<file path="src/rtl/req_ack_done_responder.sv">
// Responder side of a req/ack/done handshake: acks a req rise after ACK_DLY cycles,
// launches one backend command, and reports done with a success/error status.
module req_ack_done_responder #(
   parameter int ACK_DLY  = 2,
   parameter int MAX_DONE = 100,
   parameter int CMD_W    = 8
) (
   input  logic             clk,
   input  logic             rst,
   input  logic             req,
   input  logic [CMD_W-1:0] cmd,
   output logic             ack,
   output logic             done,
   output logic             status_reg,
   output logic             busy,
   output logic             work_start,
   output logic [CMD_W-1:0] work_cmd,
   input  logic             work_rdy,
   input  logic             work_err
);

   localparam int CNT_MAX = (MAX_DONE > ACK_DLY) ? MAX_DONE : ACK_DLY;
   localparam int CNT_W   = $clog2(CNT_MAX + 1);

   typedef enum logic [2:0] {
      S_IDLE,
      S_ACK_WAIT,
      S_ACK,
      S_WORK,
      S_DONE
   } state_t;

   state_t             state_q;
   logic [CNT_W-1:0]   cnt_q;
   logic               req_q;
   logic               ack_q;
   logic               done_q;
   logic               status_q;
   logic               busy_q;
   logic               work_start_q;
   logic [CMD_W-1:0]   work_cmd_q;
   logic               rise;

   assign rise = req & ~req_q;

   always_ff @(posedge clk) begin
      if (rst) begin
         state_q      <= S_IDLE;
         cnt_q        <= '0;
         req_q        <= 1'b1;
         ack_q        <= 1'b0;
         done_q       <= 1'b0;
         status_q     <= 1'b0;
         busy_q       <= 1'b0;
         work_start_q <= 1'b0;
         work_cmd_q   <= '0;
      end else begin
         req_q        <= req;
         ack_q        <= 1'b0;
         work_start_q <= 1'b0;
         done_q       <= 1'b0;
         case (state_q)
            S_IDLE: begin
               if (rise) begin
                  work_cmd_q <= cmd;
                  busy_q     <= 1'b1;
                  cnt_q      <= CNT_W'(1);
                  // With a one-cycle delay the ack is due in the very next cycle.
                  if (ACK_DLY == 1) begin
                     state_q      <= S_ACK;
                     ack_q        <= 1'b1;
                     work_start_q <= 1'b1;
                  end else begin
                     state_q <= S_ACK_WAIT;
                  end
               end
            end
            S_ACK_WAIT: begin
               if (cnt_q == CNT_W'(ACK_DLY - 1)) begin
                  state_q      <= S_ACK;
                  ack_q        <= 1'b1;
                  work_start_q <= 1'b1;
               end else begin
                  cnt_q <= cnt_q + CNT_W'(1);
               end
            end
            S_ACK: begin
               state_q <= S_WORK;
               cnt_q   <= CNT_W'(1);
            end
            S_WORK: begin
               // The last WORK cycle is reserved for the timeout; work_rdy there is ignored.
               if (cnt_q == CNT_W'(MAX_DONE - 1)) begin
                  state_q  <= S_DONE;
                  done_q   <= 1'b1;
                  status_q <= 1'b1;
               end else if (work_rdy) begin
                  state_q  <= S_DONE;
                  done_q   <= 1'b1;
                  status_q <= work_err;
               end else begin
                  cnt_q <= cnt_q + CNT_W'(1);
               end
            end
            S_DONE: begin
               state_q <= S_IDLE;
               busy_q  <= 1'b0;
            end
            default: begin
               state_q <= S_IDLE;
               busy_q  <= 1'b0;
            end
         endcase
      end
   end

   assign ack        = ack_q;
   assign done       = done_q;
   assign status_reg = status_q;
   assign busy       = busy_q;
   assign work_start = work_start_q;
   assign work_cmd   = work_cmd_q;

endmodule
</file>
<file path="config.mk">
export PLATFORM = sky130hd
export DESIGN_NAME = req_ack_done_responder
export DESIGN_NICKNAME = d
export VERILOG_FILES = /design/src/rtl/req_ack_done_responder.sv
export SDC_FILE = /design/constraint.sdc
export NUM_CORES = 1
export LEC_CHECK = 0
export CORE_ASPECT_RATIO = 0.9
export CORE_MARGIN = 1
export CORE_UTILIZATION = 41
export CTS_BUF_LIST = sky130_fd_sc_hd__clkbuf_4 sky130_fd_sc_hd__clkbuf_8 sky130_fd_sc_hd__clkbuf_16
export DETAILED_ROUTE_END_ITERATION = 6
export GPL_TIMING_DRIVEN = 0
export PLACE_DENSITY = 0.78
export SYNTH_ARGS = -nofsm -noshare
export SYNTH_HDL_FRONTEND = slang
export SYNTH_SLANG_ARGS = --single-unit
</file>
<file path="constraint.sdc">
create_clock -name clk -period 2.2 [get_ports clk]
set_clock_uncertainty 0.1 [all_clocks]
set_input_delay 0.44 -clock clk [delete_from_list [all_inputs] [get_ports clk]]
set_output_delay 0.44 -clock clk [all_outputs]
set_load 0.02 [all_outputs]
</file>
==> key figures <==
Critical path
  • Slowest CP cell: or4_4
  • Largest stage delay on the critical path: roughly 540 ps
  • Max FO, Critical Path: 6
  • Worst r2r src: cnt_q[3]$_SDFFE_PP0P_
  • CP Class: flop to flop
  • WP depth: 4
  • Worst setup EP type: flop
  • Critical path data required time: around 2300 ps
  • Startpoint Class: flop
  • R2r worst-path depth: 4
  • Worst Setup SP: cnt_q[3]$_SDFFE_PP0P_
  • Worst Path Arrival: between 2000 and 2500 ps
  • Flop2flop setup slack: between 200 and 250 ps
  • CP cell instances: or3_4, or4_4, a311oi_1, a311oi_2
  • Buf/Inv on CP: 0
  • CP top delay family: simple AND/OR/NAND/NOR gates

Global routing
  • First-pass GRT wire length: roughly 3500 um
  • Total congestion overflow: 0
  • Initial antenna violation count: 0
  • Gr usage total: 0.159
  • Pin count of the biggest net entering global routing: 14
  • Vias in the first global route: about 800

Power
  • Worst vdd ir: 785 uV
  • Sequential power share: 0.461
  • Clock Power Share: 0.180
  • Combinational power share: 0.359
  • Int Power: between 700 and 800 uW
  • Total power: 1080 uW
  • Net Sw Frac: 0.350
  • Leakage power: 0.000517 uW
  • Sw Pwr: roughly 380 uW
  • Pwr/cell area: roughly 800 nW/um^2

Timing
  • F_max: 500 MHz
  • Least-Margin Pin Slew: roughly 470 ps
  • Hold Vio Cnt, Final: 0
  • Tmin final: approximately 2000 ps
  • Total negative slack: 0 ps
  • Max-slew violations: 0
  • Period utilisation layout: 0.908
  • Hold WS: between 400 and 500 ps
  • RSZ-0062 raised after global routing: false
  • Worst rel slew slack: 0.684
  • Final setup viols: 0

Clock network
  • CTS root buffer: clkbuf_4
  • Sink Count: 23
  • Post-CTS Setup Inserts: 0
  • CTS tree: done
  • H-tree Lvls: 1
  • Hold-fix buffers, CTS: 0
  • Worst-Skew Late Latency: about 310 ps
  • Worst-path clk slew: 130 ps
  • Clock Path Buffers: 2
  • CTS Buf Count: 3
  • PostCTS Resize Cnt: 0

Drt
  • DRC: 0
  • Top routing layer in use: met4
  • Met2 routed WL: 1010 um
  • Final WL: between 2000 and 2500 um
  • Post-route ant nets: 0
  • Vias per cell: roughly 5.5
  • WL per Instance: around 13 um
  • Via count: 930
  • DR WL met3: roughly 70 um
  • Drt pass-1 iters: 4
  • Initial DRC Count: 20
  • M1 WL: just over 1000 um

Floorplan
  • I/O pin count: 26
  • Cell Rows: 16
  • Die X-Extent: 55.2 um
  • DIE AREA: 2750 sq um
  • Die height: 49.9 um
  • Area of the core: between 2000 and 2500 sq um
  • Starting Density: 0.458

Synthesis
  • Synth area leader: dfxtp_1
  • Post-synthesis async set-or-reset flop share: 0
  • Top cells by area in the synthesized netlist: dfxtp_1, mux2i_1, nor2_1, nand4_1, a211o_1
  • Register bit total from synthesis: 23
  • Synth unique cells: 40
  • Post-synthesis cell count: ~110
  • Yosys warnings: 0
  • Synth Flop Type: dfxtp_1
  • Post-synth EDFFs: 0
  • Post-Syn Area: roughly 1000 sq um
  • Post-synth top area share: 0.441
  • Register area share after synthesis: 0.441
  • Syn_nets: 127
  • Synthesized area per cell: a little over 9 sq um

Layout
  • Register area: between 400 and 500 sq um
  • Area of the multi-input gates: roughly 540 sq um
  • P&R area growth vs syn: 29.8%
  • Cell area after layout: between 1000 and 1500 sq um
  • Max FFs per register: 8
  • Layout cells sized above 1: 0.0993
  • Fillers: roughly 200
  • Most frequent cells in the layout: clkdlybuf4s50_1, dfxtp_1, nor2_1, mux2i_1
  • Diodes inserted: 0
  • Fin nets: between 150 and 200
  • Most common cell after layout, fill and taps aside: clkdlybuf4s50_1

Worst hold path
  • Hold Path Stages: 2
  • Hold path startpoint: work_cmd[7]$_SDFFE_PP0P_
  • Hold WC Path Type: flop to flop

Run
  • Max-cap check violation count: 0

Run status
  • Status: finished, final reports clean

Placed design
  • Post-place instance area: 1330 sq um
  • Placer Congestion: just over 0.8
  • Input/output buffers: 25
  • Final HPWL DP: about 1600 um
## worst paths after layout
| kind | end |
|---|---|
| setup reg to reg | cnt_q[0]$_SDFFE_PP0P_ |
| hold reg to reg | work_cmd[7]$_SDFFE_PP0P_ |
| hold / removal | work_cmd[7]$_SDFFE_PP0P_ |
| setup / recovery | cnt_q[0]$_SDFFE_PP0P_ |
## cell usage after synthesis (2+ instances only)
cell,n
a31oi_1,2
mux2i_1,8
nand4_1,5
and3_1,2
dfxtp_1,23
nor4_1,2
a211o_1,3
nand2b_1,2
clkbuf_1,5
a21oi_1,3
ha_1,2
nor2b_1,2
nand2_1,2
inv_1,3
nor2_1,19
nor3_1,5
## worst reg2reg max path: stages (launching register included)
cell,delay (ps)
dfxtp_1,390
or3_4,420
or4_4,540
a311oi_1,340
a311oi_2,80
## through the flow
step,util,std cells,setup WS [ps]
after floorplan,-,112,354
after global placement,0.582,164,164
after detailed placement,0.582,164,138
after CTS,0.594,168,220
after global routing,0.594,168,152
final,0.594,168,201
## power by group through the flow
stage / combinational [uW] / clock, uW / sequential [uW]
after CTS: 386 / 199 / 498
after global placement: 375 / 0 / 505
after detailed placement: 383 / 0 / 508
after floorplan: 256 / 0 / 519
after global routing: 423 / 217 / 506
final: 389 / 195 / 499
## cell type report
cell class / instances / share of cell area
timing repair buffer: 25 / 0.185
multi-input combinational: 79 / 0.399
buffer: 7 / 0.0231
tap: 27 / 0.0249
clock buffer: 3 / 0.0166
sequential: 23 / 0.339
inverter: 3 / 0.00830
clock inverter: 1 / 0.00369
## cell families after synthesis
| kind of cell | after synthesis | synth area share |
|---|---|---|
| DFF | 23 | 0.441 |
| and+or+nand+nor | 48 | 0.252 |
| muxes | 9 | 0.0874 |
| AOI/OAI and AO/OA | 20 | 0.156 |
| adders and majority gates | 2 | 0.0239 |
| buffers and inverters | 10 | 0.0407 |
## per-layer routing
layer  track usage  up-vias
met3        0.0394        5
met5             0        -
met4        0.0500        0
met2         0.269       23
met1         0.198      429
li1              -      473
No activity file was read; power rests on OpenSTA's default activity.
